`src/rtl/udp_gmii_rx_framer.sv`:
```
// GMII receive framer: removes preamble/SFD, forwards frame bytes with one cycle
// of latency and reports CRC, length and rx_er status on a one-cycle end-of-frame strobe.
module udp_gmii_rx_framer #(
  parameter int MIN_FRAME_LEN = 64,
  parameter int MAX_FRAME_LEN = 1518,
  parameter int MAX_PREAMBLE  = 7
) (
  input  logic        clk,
  input  logic        rst,
  input  logic [7:0]  gmii_rxd,
  input  logic        gmii_rx_dv,
  input  logic        gmii_rx_er,
  output logic [7:0]  out_data,
  output logic        out_valid,
  output logic        out_sof,
  output logic        out_eof,
  output logic        frame_good,
  output logic [10:0] frame_len
);

  localparam logic [1:0]  IDLE     = 2'd0;
  localparam logic [1:0]  PREAMBLE = 2'd1;
  localparam logic [1:0]  DATA     = 2'd2;
  localparam logic [1:0]  DROP     = 2'd3;

  localparam logic [31:0] CRC_INIT    = 32'hFFFF_FFFF;
  localparam logic [31:0] CRC_POLY    = 32'hEDB8_8320;
  localparam logic [31:0] CRC_RESIDUE = 32'hDEBB_20E3;
  localparam logic [10:0] LEN_MIN     = 11'(MIN_FRAME_LEN);
  localparam logic [10:0] LEN_MAX     = 11'(MAX_FRAME_LEN);
  localparam logic [10:0] LEN_SAT     = 11'd2047;
  localparam logic [7:0]  PRE_MAX     = 8'(MAX_PREAMBLE);
  localparam logic [7:0]  BYTE_PRE    = 8'h55;
  localparam logic [7:0]  BYTE_SFD    = 8'hD5;

  logic [1:0]  r_state;
  logic [7:0]  r_preCnt;
  logic [31:0] r_crc;
  logic [10:0] r_len;
  logic        r_err;
  logic        r_first;
  logic        r_dvPrev;
  logic [7:0]  r_outData;
  logic        r_outValid;
  logic        r_outSof;
  logic        r_outEof;
  logic        r_frameGood;

  logic [31:0] w_crcNext;
  logic        w_lenOk;

  function automatic logic [31:0] crcByte(input logic [31:0] crc, input logic [7:0] data);
    logic [31:0] c;
    c = crc ^ {24'h0, data};
    for (int i = 0; i < 8; i++) begin
      c = c[0] ? ((c >> 1) ^ CRC_POLY) : (c >> 1);
    end
    return c;
  endfunction

  assign w_crcNext = crcByte(r_crc, gmii_rxd);
  assign w_lenOk   = (r_len >= LEN_MIN) && (r_len <= LEN_MAX);

  // r_dvPrev resets high so a stream still running when reset releases is
  // never mistaken for a fresh preamble; only a rising rx_dv may start a frame.
  always_ff @(posedge clk or posedge rst) begin
    if (rst) begin
      r_state     <= IDLE;
      r_preCnt    <= 8'd0;
      r_crc       <= CRC_INIT;
      r_len       <= 11'd0;
      r_err       <= 1'b0;
      r_first     <= 1'b0;
      r_dvPrev    <= 1'b1;
      r_outData   <= 8'h00;
      r_outValid  <= 1'b0;
      r_outSof    <= 1'b0;
      r_outEof    <= 1'b0;
      r_frameGood <= 1'b0;
    end else begin
      r_dvPrev    <= gmii_rx_dv;
      r_outValid  <= 1'b0;
      r_outSof    <= 1'b0;
      r_outEof    <= 1'b0;
      r_frameGood <= 1'b0;
      case (r_state)
        IDLE: begin
          if (gmii_rx_dv) begin
            if (!r_dvPrev && !gmii_rx_er && gmii_rxd == BYTE_PRE) begin
              r_state  <= PREAMBLE;
              r_preCnt <= 8'd1;
            end else begin
              r_state <= DROP;
            end
          end
        end
        PREAMBLE: begin
          if (!gmii_rx_dv) begin
            r_state <= IDLE;
          end else if (gmii_rx_er) begin
            r_state <= DROP;
          end else if (gmii_rxd == BYTE_PRE) begin
            if (r_preCnt >= PRE_MAX) begin
              r_state <= DROP;
            end else begin
              r_preCnt <= r_preCnt + 8'd1;
            end
          end else if (gmii_rxd == BYTE_SFD) begin
            r_state <= DATA;
            r_crc   <= CRC_INIT;
            r_len   <= 11'd0;
            r_err   <= 1'b0;
            r_first <= 1'b1;
          end else begin
            r_state <= DROP;
          end
        end
        DATA: begin
          if (gmii_rx_dv) begin
            r_outData  <= gmii_rxd;
            r_outValid <= 1'b1;
            r_outSof   <= r_first;
            r_first    <= 1'b0;
            r_crc      <= w_crcNext;
            if (r_len != LEN_SAT) begin
              r_len <= r_len + 11'd1;
            end
            if (gmii_rx_er) begin
              r_err <= 1'b1;
            end
          end else begin
            r_outEof    <= 1'b1;
            r_frameGood <= (r_crc == CRC_RESIDUE) && !r_err && w_lenOk;
            r_state     <= IDLE;
          end
        end
        default: begin
          if (!gmii_rx_dv) begin
            r_state <= IDLE;
          end
        end
      endcase
    end
  end

  assign out_data   = r_outData;
  assign out_valid  = r_outValid;
  assign out_sof    = r_outSof;
  assign out_eof    = r_outEof;
  assign frame_good = r_frameGood;
  assign frame_len  = r_len;

endmodule

```
`config.mk`:
```
export PLATFORM = sky130hd
export DESIGN_NAME = udp_gmii_rx_framer
export DESIGN_NICKNAME = d
export VERILOG_FILES = /design/src/rtl/udp_gmii_rx_framer.sv
export SDC_FILE = /design/constraint.sdc
export NUM_CORES = 1
export LEC_CHECK = 0
export CORE_ASPECT_RATIO = 1.1
export CORE_UTILIZATION = 52
export CTS_CLUSTER_DIAMETER = 200
export DETAILED_ROUTE_END_ITERATION = 7
export PLACE_DENSITY = 0.76
export SLEW_MARGIN = 10
export SYNTH_ARGS = -nofsm -noshare
export SYNTH_HDL_FRONTEND = slang
export SYNTH_SLANG_ARGS = --single-unit
```
`constraint.sdc`:
```
create_clock -name clk -period 2 [get_ports clk]
set_input_delay 0.4 -clock clk [delete_from_list [all_inputs] [get_ports clk]]
set_output_delay 0.4 -clock clk [all_outputs]
set_load 0.005 [all_outputs]
```
# == After elaboration in Yosys (flattened, before gate mapping) ==
# Cells that the tools add are included.
# op_classes
n_bitwise,9
mux,58
n_reduce_logical,17
multipliers,0
n_addsub,2
order_cmp,3
shift,0
div,0
eq_ne,19
# ops
op,count
2-to-1 mux 32 bit,13
NOT 13 -> 14 bit,8
2-to-1 mux 11 bit,6
case mux 32 bit (2 select lines),1
2-to-1 mux 8 bit,6
== test 32 bit (second input constant),1
XOR 32 x 8 -> 32 bit,1
inequality test 2 bit (second input constant),11
case mux 11 bit (2 select lines),1
AND reduction 7 bit,3
2-to-1 mux 1 bit,20
case mux 8 bit (2 select lines),1
2-to-1 mux 2 bit,7
adder 11 x 1 -> 11 bit (second input constant),1
>= comparator 11 x 7 -> 1 bit (second input constant),1
<= comparator 11 bit (second input constant),1
inequality test 11 bit (second input constant),1
adder 8 x 1 -> 8 bit (second input constant),1
== test 8 x 7 -> 1 bit (second input constant),1
== test 8 bit (second input constant),1
>= comparator 8 x 3 -> 1 bit (second input constant),1
AND reduction 6 bit,1
logical AND 1 bit,5
inequality test 5 bit (second input constant),1
10 further kinds,14
# word_totals
mem_bits_rw,0
elab_cells,120
input_bits,12
memories,0
latch_bits,0
register_bits,68
romBits,0

# == Depth between registers and ports, before layout ==
# logic_depth
word_depth,19
ltp_mapped,7

# == Worst setup path after synthesis ==
# No wires, ideal clock.
# synth_path
kind,input to register
startpoint,in gmii_rx_dv
endpoint,reg r_preCnt[4]
setup_slack_ps,18
n_path_buf,1
arrival_time_ps,1854
path_stages,6
cell_sequence,buf_2 -> or4b_1 -> a2bb2oi_1 -> or3_1 -> nor2_1 -> nor2_1
# synth_via
elab_chain_len,2
word_cells_on_any_way,3
classes_between,eq/ne (2); reduce/logical (1)
# synth_lines
element,line,source
start: declaration,11,"input logic gmii_rx_dv,"
inequality test 2 bit (no line),n/a,
AND reduction 7 bit (no line) (*),n/a,
end signal: assignment,106,r_preCnt <= r_preCnt + 8'd1;
end: declaration,37,logic [7:0] r_preCnt;
# Every way passes the cells marked *; elsewhere a longest branch is shown, timed or not.
# A chain may end at the register's enable or synchronous reset.

# == Worst setup path in the final report ==
# layout_path
startpoint,in gmii_rxd[4]
endpoint,reg r_crc[21]
# layout_via
elab_chain_len,13
word_cells_on_any_way,18
classes_between,eq/ne (4); mux (10); bitwise (3); reduce/logical (1)
# layout_lines
element,line,source
start: declaration,10,"input logic [7:0] gmii_rxd,"
XOR 32 x 8 -> 32 bit,54,"c = crc ^ {24'h0, data};"
2-to-1 mux 32 bit (5 in a row),56,c = c[0] ? ((c >> 1) ^ CRC_POLY) : (c >> 1);
NOT 13 -> 14 bit (no line),n/a,
2-to-1 mux 32 bit (2 in a row),56,
NOT 13 -> 14 bit (no line),n/a,
2-to-1 mux 32 bit,56,
2-to-1 mux 32 bit,119,if (gmii_rx_dv) begin
case mux 32 bit (2 select lines),86,case (r_state)
end signal: assignment,124,r_crc <= w_crcNext;
end: declaration,38,logic [31:0] r_crc;
# Several ways; a longest one is shown, not always the timed one. The select of a mux whose other input is x is not followed.

==> flow_summary.json <==
{
  "gr-usage-all-layers": 0.260,
  "slew_headroom": 0.726,
  "fmax_ghz": 0.516,
  "p_total_uw": 8010,
  "tightest_slew_ns": 0.408,
  "grt_pass1_vias": 2860,
  "route.antenna.remaining_nets": 0,
  "synth.area.top_cells": "dfrtp_1 (24%), dfstp_2 (24%), xnor2_1 (8.8%)",
  "path_cells": "clkdlybuf4s50_1 -> buf_4 -> xnor2_4 -> xor3_2 -> xnor2_2 -> xnor2_1 -> o22a_1",
  "path_delay_family": "XOR/XNOR gates",
  "reg2reg_slack_ns": 0.08,
  "r2r-end": "r_crc[21]",
  "antenna_cells": 0,
  "maxSlewViolCount": 0,
  "fin_skew_ns": 0.00503,
  "synth_area_um2": 3670,
  "drtIter0Drc": 150,
  "port_buffers": 34,
  "crit_type": "in2reg",
  "cts_sinks": 68,
  "synth_top_area_frac": 0.239,
  "die-area_um2": 7400,
  "crit_fanout": 3,
  "vdd_drop_max_v": 0.00107,
  "tritoncts": "yes",
  "synth_edf_count": 0,
  "hpwl_um": 6190,
  "crit_cells": 7,
  "synthFlopType": "dfrtp_1",
  "rr_worst_depth": 5,
  "synthCells": 357,
  "grt_overflow": 0,
  "rr_startpoint": "r_crc[5]",
  "cp_data_arrival_time_ns": 2.23,
  "cts_buffers": 9,
  "hold_path.class": "in2reg",
  "coreArea_um2": 6710,
  "synth.distinct_cells": 51,
  "clk_pin_slew_ns": 0.08,
  "avgViaCountPerCell": 5.46,
  "finalSetupViolCount": 0,
  "yosysWarnings": 0,
  "slowest_stage": "xor3_2",
  "min_path_cells": 4,
  "period_share": 0.970,
  "syn_avg_cell_area_um2": 10.3,
  "hold-path-endpoint": "out_data[1]",
  "cp-end-kind": "register",
  "ys_top_cells_by_count": "nor2_1 (45), nand2_1 (41), xnor2_1 (37), a21oi_1 (35), dfrtp_1 (35)",
  "synthToLayoutAreaGrowth_pct": 29.8,
  "seq_area_frac_synth": 0.475,
  "outcome": "finished clean",
  "grt_max_degree": 69,
  "finalHoldViolations": 0,
  "io_pins": 35,
  "grt_pass1_wl_um": 14200,
  "synth_nets": 372,
  "vias": 2937,
  "crit_required_ns": 2.29,
  "whs_ns": 0.437,
  "die_height_um": 90.1,
  "rows": 31,
  "maxCapViolCount": 0,
  "synth_top_area_cell": "dfrtp_1",
  "clk_path_buf_depth": 2,
  "async_flop_share": 1.00,
  "synth_seq_cells": 68,
  "wl_per_cell_um": 15.9,
  "firstDrtPassIters": 5,
  "fillers": 472,
  "hp-start": "gmii_rxd[1]",
  "htreeDepth": 3,
  "final_layout_size_suffix_gt1_frac": 0.289,
  "antenna_found_initial": 0,
  "synth_most_common_cell": "nor2_1",
  "slowest_delay_ns": 0.50,
  "layout_min_cycle_time_ns": 1.94,
  "die-width_um": 82.1,
  "dpl_cell_area_um2": 4540,
  "clock_latency_ns": 0.35,
  "power.density_nw_per_um2": 1680,
  "route.detailed.drc": 0,
  "design_area_um2": 4760,
  "critPathLaunchType": "input port",
  "cts_root_buffer": "clkbuf_8",
  "gp_congestion": 0.864,
  "drt-total-wl_um": 8580,
  "p_leak_uw": 0.00210,
  "path_buf_inv": 2,
  "nets": 466,
  "start_util": 0.547
}
-- layout make-up --
class / count / area [um2] / area share
Sequential cell: 68 / 1740 / 0.366
Clock buffer: 10 / 138 / 0.0289
Tap cell: 82 / 103 / 0.0215
Multi-Input combinational cell: 269 / 1880 / 0.395
Timing Repair Buffer: 93 / 816 / 0.171
Inverter: 10 / 41.3 / 0.00867
Clock inverter: 6 / 40.0 / 0.00841
-- cells by family after synthesis --
family          share of synthesized area
xor+xnor                            0.215
buf+inv                            0.0208
flops                               0.475
compound gates                     0.0948
fa+ha+maj                          0.0102
simple gates                        0.185
-- worst min-delay path, delay by kind of cell --
kind	cells	cell delay (ns)
buf+inv	2	0.26
simple gates	2	0.11
-- worst max-delay path by stage --
stage / slack (ns) / to / startpoint
final: 0.06 / r_crc[21] / gmii_rxd[4]
after global routing: -0.01 / frame_len[9] / gmii_rxd[3]
after CTS: 0.01 / r_crc[21] / gmii_rxd[5]
after detailed placement: -0.40 / r_preCnt[6] / gmii_rx_dv
after global placement: -0.37 / r_preCnt[6] / gmii_rx_dv
after floorplan: 0.02 / r_preCnt[4] / gmii_rx_dv
-- repair_timing --
item / 4_1_cts / 5_1_grt
hold buffers: 0 / 0
endpoints found under the setup margin: 5 / 14
setup buffers: 0 / 1
gates resized for setup: 1 / 10
pin swaps: 0 / 7
-- report_power, final --
| part | switching [uW] | total, uW | internal, uW |
|---|---|---|---|
| registers | 440 | 2440 | 2000 |
| logic | 2080 | 4530 | 2450 |
| clock network | 557 | 1040 | 481 |
-- state kept, by name, indices dropped and copies added, names as in the netlist --
| register | cells |
|---|---|
| r_first | 1 |
| out_data | 8 |
| r_state | 2 |
| r_err | 1 |
| out_valid | 1 |
| frame_len | 11 |
| r_dvPrev | 1 |
| r_crc | 32 |
| frame_good | 1 |
| out_eof | 1 |
| r_preCnt | 8 |
| out_sof | 1 |
-- stage by stage --
| step | std cells | TNS [ns] | utilization | setup WS, ns |
|---|---|---|---|---|
| final | 538 | 0 | 0.710 | 0.0610 |
| after global placement | 521 | -8.14 | 0.676 | -0.368 |
| after CTS | 537 | 0 | 0.703 | 0.0107 |
| after floorplan | 357 | 0 | - | 0.0177 |
| after global routing | 538 | -0.0113 | 0.710 | -0.00989 |
| after detailed placement | 521 | -9.46 | 0.676 | -0.404 |
-- placed cells by master, fill, tap and decap left out, drive strengths merged, types with 2 or more instances in the layout --
master / netlist / layout
buf: 1 / 59
xnor2: 46 / 46
nor2: 45 / 45
nand2: 41 / 41
dfrtp: 35 / 35
a21oi: 35 / 35
dfstp: 33 / 33
clkdlybuf4s50: 0 / 31
xor2: 19 / 19
clkbuf: 9 / 10
nor3: 9 / 9
inv: 10 / 9
o21ai: 7 / 7
nand4: 6 / 6
nand3: 6 / 6
clkinv: 0 / 5
and3: 4 / 4
nor4: 4 / 4
nor2b: 3 / 3
o22a: 3 / 3
o31ai: 3 / 3
ha: 3 / 3
dlymetal6s2s: 0 / 3
xnor3: 3 / 3
or4: 3 / 3
and2: 2 / 2
or4b: 2 / 2
o22ai: 2 / 2
a41oi: 2 / 2
nand2b: 2 / 2
nand4b: 2 / 2
clkinvlp: 0 / 2
and4bb: 2 / 2
or3: 2 / 2
-- layer usage --
layer | global-route usage | part of all wire
met5 | 0 | 0
met4 | 0.104 | 0.020
met1 | 0.369 | 0.45
met3 | 0.0548 | 0.042
met2 | 0.386 | 0.49
Note: power is estimated with default switching activity, not from simulation.
